[src/rtl/ast_dmx_pkg.sv]
// Shared types for the Avalon-ST demultiplexer: routing FSM states and beat-width helper.
package ast_dmx_pkg;

    typedef enum logic [1:0] {
        ST_IDLE = 2'd0,
        ST_FWD  = 2'd1,
        ST_DROP = 2'd2
    } dmx_state_e;

    // Stored beat layout is {data, sop, eop, empty, channel}.
    function automatic int beat_width(input int data_w, input int empty_w, input int chan_w);
        return data_w + empty_w + chan_w + 2;
    endfunction

endpackage

[src/rtl/ast_fifo.sv]
// Single-clock show-ahead FIFO; head entry is presented one cycle after it is written.
module ast_fifo #(
    parameter int WIDTH = 8,
    parameter int DEPTH = 8
) (
    input  logic             clk,
    input  logic             srst,
    input  logic             wr_en,
    input  logic [WIDTH-1:0] wr_data,
    input  logic             rd_en,
    output logic [WIDTH-1:0] rd_data,
    output logic             full,
    output logic             empty
);
    import ast_dmx_pkg::*;

    localparam int AW = $clog2(DEPTH);
    localparam int CW = AW + 1;

    logic [WIDTH-1:0] mem_r [DEPTH];
    logic [AW-1:0]    wr_ptr_r;
    logic [AW-1:0]    rd_ptr_r;
    logic [CW-1:0]    count_r;
    logic             wr_s;
    logic             rd_s;

    assign full    = (count_r == CW'(DEPTH));
    assign empty   = (count_r == {CW{1'b0}});
    assign wr_s    = wr_en && !full;
    assign rd_s    = rd_en && !empty;
    assign rd_data = mem_r[rd_ptr_r];

    // Storage array; contents are only meaningful between the pointers, so no reset.
    always_ff @(posedge clk) begin
        if (wr_s) begin
            mem_r[wr_ptr_r] <= wr_data;
        end
    end

    // Pointers wrap naturally because DEPTH is a power of two.
    always_ff @(posedge clk or posedge srst) begin
        if (srst) begin
            wr_ptr_r <= {AW{1'b0}};
            rd_ptr_r <= {AW{1'b0}};
            count_r  <= {CW{1'b0}};
        end else begin
            if (wr_s) begin
                wr_ptr_r <= wr_ptr_r + AW'(1);
            end
            if (rd_s) begin
                rd_ptr_r <= rd_ptr_r + AW'(1);
            end
            case ({wr_s, rd_s})
                2'b10:   count_r <= count_r + CW'(1);
                2'b01:   count_r <= count_r - CW'(1);
                default: count_r <= count_r;
            endcase
        end
    end

endmodule

[src/rtl/ast_dmx_fifo.sv]
// Avalon-ST 1-to-TX_DIR packet demultiplexer with a show-ahead buffer per output port.
// Optional statistics counters are built when AST_DMX_FIFO_STATS_EN is defined.
module ast_dmx_fifo
    import ast_dmx_pkg::*;
#(
    parameter int DATA_WIDTH    = 64,
    parameter int EMPTY_WIDTH   = $clog2(DATA_WIDTH/8),
    parameter int CHANNEL_WIDTH = 10,
    parameter int TX_DIR        = 4,
    parameter int DIR_SEL_WIDTH = $clog2(TX_DIR),
    parameter int FIFO_DEPTH    = 8
) (
    input  logic                     clk_i,
    input  logic                     srst_i,
    input  logic [DIR_SEL_WIDTH-1:0] dir_i,
    input  logic [DATA_WIDTH-1:0]    ast_data_i,
    input  logic                     ast_startofpacket_i,
    input  logic                     ast_endofpacket_i,
    input  logic                     ast_valid_i,
    input  logic [EMPTY_WIDTH-1:0]   ast_empty_i,
    input  logic [CHANNEL_WIDTH-1:0] ast_channel_i,
    output logic                     ast_ready_o,
    output logic [DATA_WIDTH-1:0]    ast_data_o          [TX_DIR-1:0],
    output logic                     ast_startofpacket_o [TX_DIR-1:0],
    output logic                     ast_endofpacket_o   [TX_DIR-1:0],
    output logic                     ast_valid_o         [TX_DIR-1:0],
    output logic [EMPTY_WIDTH-1:0]   ast_empty_o         [TX_DIR-1:0],
    output logic [CHANNEL_WIDTH-1:0] ast_channel_o       [TX_DIR-1:0],
    input  logic [TX_DIR-1:0]        ast_ready_i
`ifdef AST_DMX_FIFO_STATS_EN
    ,
    output logic [31:0]              pkt_cnt_o           [TX_DIR-1:0],
    output logic [31:0]              drop_cnt_o
`endif
);

    localparam int BEAT_W = beat_width(DATA_WIDTH, EMPTY_WIDTH, CHANNEL_WIDTH);

    dmx_state_e               state_r;
    logic [DIR_SEL_WIDTH-1:0] dir_r;
    logic [DIR_SEL_WIDTH-1:0] sel_s;
    logic                     in_range_s;
    logic                     full_sel_s;
    logic                     ready_s;
    logic                     route_s;
    logic                     wr_sop_s;
    logic                     accept_s;
    logic                     wr_s;
    logic [TX_DIR-1:0]        full_s;
    logic [TX_DIR-1:0]        empty_s;
    logic [TX_DIR-1:0]        wr_en_s;
    logic [TX_DIR-1:0]        rd_en_s;
    logic [BEAT_W-1:0]        wr_beat_s;
    logic [BEAT_W-1:0]        rd_beat_s [TX_DIR];

    assign in_range_s  = ({1'b0, dir_i} < (DIR_SEL_WIDTH+1)'(TX_DIR));
    assign ast_ready_o = ready_s && !srst_i;
    assign accept_s    = ast_valid_i && ast_ready_o;
    assign wr_s        = accept_s && route_s;
    assign wr_beat_s   = {ast_data_i, wr_sop_s, ast_endofpacket_i, ast_empty_i, ast_channel_i};

    // Full flag of whichever port the current beat would be written to.
    always_comb begin
        full_sel_s = 1'b0;
        for (int k = 0; k < TX_DIR; k++) begin
            full_sel_s = full_sel_s | ((sel_s == DIR_SEL_WIDTH'(k)) & full_s[k]);
        end
    end

    // Port selection, sink ready and write qualification per routing state.
    always_comb begin
        sel_s    = dir_r;
        ready_s  = 1'b0;
        route_s  = 1'b0;
        wr_sop_s = 1'b0;
        case (state_r)
            ST_IDLE: begin
                sel_s    = dir_i;
                ready_s  = in_range_s ? !full_sel_s : 1'b1;
                route_s  = ast_startofpacket_i && in_range_s;
                wr_sop_s = 1'b1;
            end
            ST_FWD: begin
                // A stray SOP inside a packet is carried as a plain continuation beat.
                ready_s  = !full_sel_s;
                route_s  = 1'b1;
                wr_sop_s = 1'b0;
            end
            ST_DROP: begin
                ready_s  = 1'b1;
            end
            default: begin
                ready_s  = 1'b0;
            end
        endcase
    end

    // Routing FSM: latches the destination on SOP and holds it until EOP.
    always_ff @(posedge clk_i or posedge srst_i) begin
        if (srst_i) begin
            state_r <= ST_IDLE;
            dir_r   <= {DIR_SEL_WIDTH{1'b0}};
        end else begin
            case (state_r)
                ST_IDLE: begin
                    if (accept_s && ast_startofpacket_i) begin
                        if (in_range_s) begin
                            dir_r   <= dir_i;
                            state_r <= ast_endofpacket_i ? ST_IDLE : ST_FWD;
                        end else begin
                            state_r <= ast_endofpacket_i ? ST_IDLE : ST_DROP;
                        end
                    end
                end
                ST_FWD, ST_DROP: begin
                    if (accept_s && ast_endofpacket_i) begin
                        state_r <= ST_IDLE;
                    end
                end
                default: state_r <= ST_IDLE;
            endcase
        end
    end

    for (genvar k = 0; k < TX_DIR; k++) begin : g_port
        assign wr_en_s[k]     = wr_s && (sel_s == DIR_SEL_WIDTH'(k));
        assign ast_valid_o[k] = !empty_s[k];
        assign rd_en_s[k]     = !empty_s[k] && ast_ready_i[k];
        assign {ast_data_o[k], ast_startofpacket_o[k], ast_endofpacket_o[k],
                ast_empty_o[k], ast_channel_o[k]} = rd_beat_s[k];

        ast_fifo #(
            .WIDTH (BEAT_W),
            .DEPTH (FIFO_DEPTH)
        ) u_fifo (
            .clk     (clk_i),
            .srst    (srst_i),
            .wr_en   (wr_en_s[k]),
            .wr_data (wr_beat_s),
            .rd_en   (rd_en_s[k]),
            .rd_data (rd_beat_s[k]),
            .full    (full_s[k]),
            .empty   (empty_s[k])
        );
    end

`ifdef AST_DMX_FIFO_STATS_EN
    // Per-port packet counts on EOP write; drop count on every discarded SOP, single-beat included.
    always_ff @(posedge clk_i or posedge srst_i) begin
        if (srst_i) begin
            for (int k = 0; k < TX_DIR; k++) begin
                pkt_cnt_o[k] <= 32'd0;
            end
            drop_cnt_o <= 32'd0;
        end else begin
            for (int k = 0; k < TX_DIR; k++) begin
                if (wr_en_s[k] && ast_endofpacket_i) begin
                    pkt_cnt_o[k] <= pkt_cnt_o[k] + 32'd1;
                end
            end
            if ((state_r == ST_IDLE) && accept_s && ast_startofpacket_i && !in_range_s) begin
                drop_cnt_o <= drop_cnt_o + 32'd1;
            end
        end
    end
`else
    // Statistics disabled: no counters are built.
`endif

endmodule

[config.mk]
export PLATFORM = sky130hd
export DESIGN_NAME = ast_dmx_fifo
export DESIGN_NICKNAME = d
export VERILOG_FILES = /design/src/rtl/ast_dmx_pkg.sv /design/src/rtl/ast_fifo.sv /design/src/rtl/ast_dmx_fifo.sv
export SDC_FILE = /design/constraint.sdc
export NUM_CORES = 2
export LEC_CHECK = 0
export ABC_AREA = 1
export CAP_MARGIN = 20
export CORE_MARGIN = 2
export CORE_UTILIZATION = 45
export CTS_CLUSTER_DIAMETER = 40
export DETAILED_ROUTE_END_ITERATION = 10
export DONT_BUFFER_PORTS = 1
export PLACE_DENSITY_LB_ADDON = 0.3
export SYNTH_ARGS = -nofsm -noshare
export SYNTH_HDL_FRONTEND = slang
export SYNTH_SLANG_ARGS = --single-unit
[constraint.sdc]
create_clock -name clk_i -period 15.8 [get_ports clk_i]
set_input_delay 3.16 -clock clk_i [delete_from_list [all_inputs] [get_ports clk_i]]
set_output_delay 3.16 -clock clk_i [all_outputs]
set_load 0.01 [all_outputs]
Word level (Yosys, flattened, before mapping)
Memory sizes are Yosys's and may differ from the RTL's.
Index checks and enable logic that the tools add are counted.

storage, ports and cells
  output and inout port bits = 321
  word-level logic and storage cells = 125
  memories kept = 4
  RAM bits = 2,528
  flip-flop bits (word level) = 44
  bits of input ports = 88

operators by class
  bitwise gates (word level) = 7
  reductions and logical operators = 45
  equality and inequality tests = 19
  add/sub/neg operators = 16
  mux-type cells = 20

memories
  memory                  words  bits a word  rd ports  clocked after Yosys merged registers in  wr ports  RTL line        text
  g_port[0].u_fifo.mem_r  8      79           1         0                                        1         ast_fifo.sv:20  logic [WIDTH-1:0] mem_r [DEPTH];
  g_port[1].u_fifo.mem_r  8      79           1         0                                        1         ast_fifo.sv:20
  g_port[2].u_fifo.mem_r  8      79           1         0                                        1         ast_fifo.sv:20
  g_port[3].u_fifo.mem_r  8      79           1         0                                        1         ast_fifo.sv:20

operators by type and width
  kind                 count
  $pmux 4 s2           4
  $add 3x1->3 const B  8
  $logic_and 1x1->1    21
  $add 4x1->4 const B  4
  $eq 4x4->1 const B   4
  $logic_not 4->1      4
  $sub 4x1->4 const B  4
  $eq 2x2->1 const B   7
  $eq 2x1->1 const B   6
  $logic_not 1->1      10
  $mux 1               10
  $reduce_bool 2->1    4
  $mux 2               3
  $and 1x1->1          4
  $logic_not 2->1      2
  $ne 2x2->1 const B   2
  $pmux 1 s2           2
  $pmux 2 s2           1
  $reduce_and 2->1     2
  $reduce_or 2->1      2
  $or 1x1->1           3

Longest topological paths before layout
  depth after elaboration = 16
  depth in mapped cells = 17
  depth with buffers taken out = 16

Cells and area by module
From an unflattened synthesis, not the netlist that was laid out.

second synthesis, totals
  cells, all modules = 11,311
  area total of the unflattened synthesis = 110,916.4 µm²

modules (own cells, without submodules)
  module                            area each (µm²)  instances  cells each  sequential area each (µm²)
  ast_fifo at g_port[0].u_fifo ...  27,625.2         3          2,812       19,228.4
  ast_fifo at g_port[1].u_fifo      27,626.5         1          2,812       19,228.4
  ast_dmx_fifo                      414.1            1          63          75.1

Worst setup path after synthesis
Ideal clock, no wire load.

  kind = input -> register
  start = input srst_i
  end = memory g_port[2].u_fifo.mem_r[4][0] (netlist bit), enable pin
  data required time = 15.186 ns
  cell stages on the path = 6
  arrival = 10.197 ns
  buffers on the path = 1
  slack = 4.990 ns
  cell sequence = inv_1 > nand3_4 > nor2_8 > nand4_4 > buf_6 > nor3_1

between the ends
  word-level cells in the longest chain between the ends = 8

RTL lines
  item                          RTL line             text
  from (decl)                   ast_dmx_fifo.sv:14   input logic srst_i,
  $logic_not 1->1 (no line)     n/a
  $logic_and 1x1->1             ast_dmx_fifo.sv:57   assign ast_ready_o = ready_s && !srst_i;
  via ast_ready_o               ast_dmx_fifo.sv:22   output logic ast_ready_o,
  $logic_and 1x1->1             ast_dmx_fifo.sv:58   assign accept_s = ast_valid_i && ast_ready_o;
  $logic_and 1x1->1             ast_dmx_fifo.sv:59   assign wr_s = accept_s && route_s;
  $logic_and 1x1->1             ast_dmx_fifo.sv:126  assign wr_en_s[k] = wr_s && (sel_s == DIR_SEL_WIDTH'(k));
  $logic_and 1x1->1             ast_fifo.sv:29       assign wr_s = wr_en && !full;
  $mux 1                        ast_fifo.sv:35       if (wr_s) begin
  $mux 1 (not written as such)  ast_fifo.sv:36       mem_r[wr_ptr_r] <= wr_data;
  to (decl)                     ast_fifo.sv:20

The timed path passes the listed nets, and every way through them passes these cells.

==> results.py <==
metrics = {
    "power": {
        "p_leak_nw": 37.1,
        "peakVddDrop_mv": 0.145,
        "p_per_area_nw_per_um2": 195,
    },
    "detailed_routing": {
        "wire_per_inst_microns": 24.5,
        "via_per_inst": 5.70,
        "wirelength_microns": 260000,
        "drtIter0Drc": 5479,
        "vias": 60700,
        "final_antenna_net_count": 0,
        "drc": 0,
        "first_pass_iters": 6,
    },
    "placed_design": {
        "dpl_cell_area_sq_um": 102000,
        "dpl.hpwl_microns": 143000,
        "globalplace.congestion": 0.770,
        "io_buffers": 0,
        "dp_slack_ps": 8380,
    },
    "global_route": {
        "overflow": 0,
        "grt_antenna_before_repair": 1,
        "track_usage": 0.228,
        "grt_pass1_vias": 58800,
        "grt_max_degree": 166,
        "grt_pass1_wl_microns": 382000,
    },
    "floorplan": {
        "chipHeight_microns": 474,
        "fp.dieW_microns": 474,
        "rows": 172,
        "core_area_sq_um": 220000,
        "start_util": 0.452,
        "die_area_sq_um": 224000,
        "io_pins": 409,
    },
    "sta": {
        "finalCritPeriodShare": 0.499,
        "maxSlewViolCount": 0,
        "finalCriticalPeriod_ps": 7890,
        "setup_viol": 0,
        "fin_ws_ps": 7910,
        "rsz0062_at_grt": "false",
        "hold_viol": 0,
        "max_slew_margin": 0.258,
        "fmax_mhz": 127,
        "fin_skew_ps": 104,
        "worstMarginPinSlew_ps": 1110,
        "tns_ps": 0,
    },
    "synth": {
        "synth_compound_area_frac": 0.105,
        "synth_top_family_by_area": "compound AO/OA/AOI/OAI gates",
        "yosysSeqAreaShare": 0.776,
        "yosys_register_bits": 2571,
        "yosys_warnings": 0,
        "synth_ff_type": "edfxtp_1",
        "post-synth-top-count-cell": "edfxtp_1",
        "avgSynthCellArea_sq_um": 13.3,
        "synthMuxAreaShare": 0,
        "netlist_area_sq_um": 99300,
        "synth_nets": 7582,
        "synthCells": 7474,
        "yosys-top-cells-area": "edfxtp_1, nor2_1, o21ai_0, a31oi_1, o22ai_1",
        "synth_edf_count": 2528,
        "synthTopCellsByCount": "edfxtp_1, nor2_1, o21ai_0",
        "synthXorXnorAreaFrac": 0.00265,
        "synth_simple_gate_area_frac": 0.0928,
        "synth_cell_types": 34,
        "yosysTopAreaCellShare": 0.765,
        "async_reset_ff_frac": 0.0167,
        "yosys.area.top_type": "edfxtp_1",
        "synth_fa_ha_area_frac": 0.00252,
    },
    "hold_path": {
        "hp-class": "flip-flop to flip-flop",
    },
    "clock_network": {
        "numClockSinks": 2571,
        "cts_buffer_depth": 4,
        "cts-root-buf": "clkbuf_16",
        "cts_tree": "yes",
        "clk_pin_slew_worst_paths_ps": 60,
        "cts-hold-fix-buffers": 0,
        "postCtsResizedCells": 0,
        "clkLatencyLatePin_ps": 990,
        "post_cts_buffers": 0,
        "numCtsBuffers": 367,
        "htree_num_levels": 5,
    },
    "final_layout": {
        "drive_gt1_frac": 0.101,
        "fill_cells": 18000,
        "design_area_sq_um": 115000,
        "ff_latch_area_sq_um": 77000,
        "final_util": 0.522,
        "area_delta_synth_final_pct": 15.5,
        "fin_nets": 7592,
        "multi_input_area_sq_um": 20300,
    },
    "run": {
        "drv_cap": 0,
    },
    "run_status": {
        "outcome": "complete, no violations",
    },
    "worst_setup_path": {
        "cp-end-kind": "primary output",
        "required_ps": 12640,
        "critPathKind": "flip-flop to primary output",
        "arrival_ps": 4730,
        "start_kind": "flip-flop",
        "crit_fanout": 72,
    },
}
==> placed cells by master (no fill, tap or decap), drive strengths merged <==
cell type and count:
o21ai 1280, edfxtp 2528, nor3 34, clkinv 107, clkbuf 409, diode 2
or2 1, buf 132, a31oi 316, nand2 90, nand4 23, bufinv 52
ha 20, nor2 2226, clkinvlp 41, and3 2, dfrtp 43, xor2 21
o21a 1, a21oi 9, o22ai 316, xnor2 9, inv 99, nand3 8
==> path summary, 6_finish.rpt <==
path                                         startpoint                       endpoint  slack, ps  cells past startpoint
setup / recovery           g_port[2].u_fifo.rd_ptr_r[0]                ast_data_o[151]       7910                      6
hold / removal                                 dir_r[0]                       dir_r[0]        500                      2
setup reg to reg                             state_r[0]  g_port[2].u_fifo.mem_r[3][45]      11400                     11
hold reg to reg                                dir_r[0]                       dir_r[0]        500                      2
max in group asynchronous                        srst_i   g_port[1].u_fifo.rd_ptr_r[0]      12930                      2
min in group asynchronous                        srst_i   g_port[2].u_fifo.rd_ptr_r[0]       2270                      2
==> logic make-up (layout without fill, tap and decap cells) <==
family	count (synthesis)	in the layout
DFF	2571	2571
and+or+nand+nor	2384	2384
AOI/OAI and AO/OA	1922	1922
buffers and inverters	547	840
xor gates and xnor gates	30	30
adders and majority gates	20	20
other	0	2
==> sequential cells by signal, summed over array words and instances, names as in the netlist <==
register / flops
g_port.u_fifo.count_r: 16
state_r: 1
g_port.u_fifo.mem_r: 2528
g_port.u_fifo.wr_ptr_r: 12
g_port.u_fifo.rd_ptr_r: 12
dir_r: 2
==> where the power goes <==
| part | switching, mW | leakage (nW) | internal, mW |
|---|---|---|---|
| clock network | 3.03 | 5.94 | 5.19 |
| registers | 0.233 | 23.2 | 7.72 |
| logic | 4.68 | 7.92 | 1.53 |
| total | 7.94 | 37.1 | 14.4 |
==> layout make-up <==
| cell class | count | area share |
|---|---|---|
| Inverter | 56 | 0.00244 |
| Timing Repair Buffer | 132 | 0.00925 |
| Clock buffer | 409 | 0.0825 |
| Sequential cell | 2571 | 0.672 |
| Multi-Input combinational cell | 4356 | 0.177 |
| Clock inverter | 243 | 0.0257 |
| Antenna cell | 2 | 0.0000436 |
| Tap cell | 2871 | 0.0313 |
==> layer usage <==
metal	GRT usage	share of wire
met4	0.0698	0.027
met1	0.298	0.41
met2	0.370	0.48
met3	0.0626	0.082
met5	0	0.000050
==> critical path, stage by stage, from the launching register on <==
cell and delay [ps]:
dfrtp_4 850, buf_4 730, buf_4 760, o21ai_0 200, o22ai_1 210, nor2_1 60
a31oi_1 750
==> metrics by stage <==
step,instances,hold WS [ps],power [mW]
CTS,10600,502,22.5
detailed placement,9984,487,14.3
floorplan,7474,449,12.2
global route,10600,531,23.4
global placement,9982,465,14.2
finish,10600,496,22.4
(Power assumes the default switching activity.)
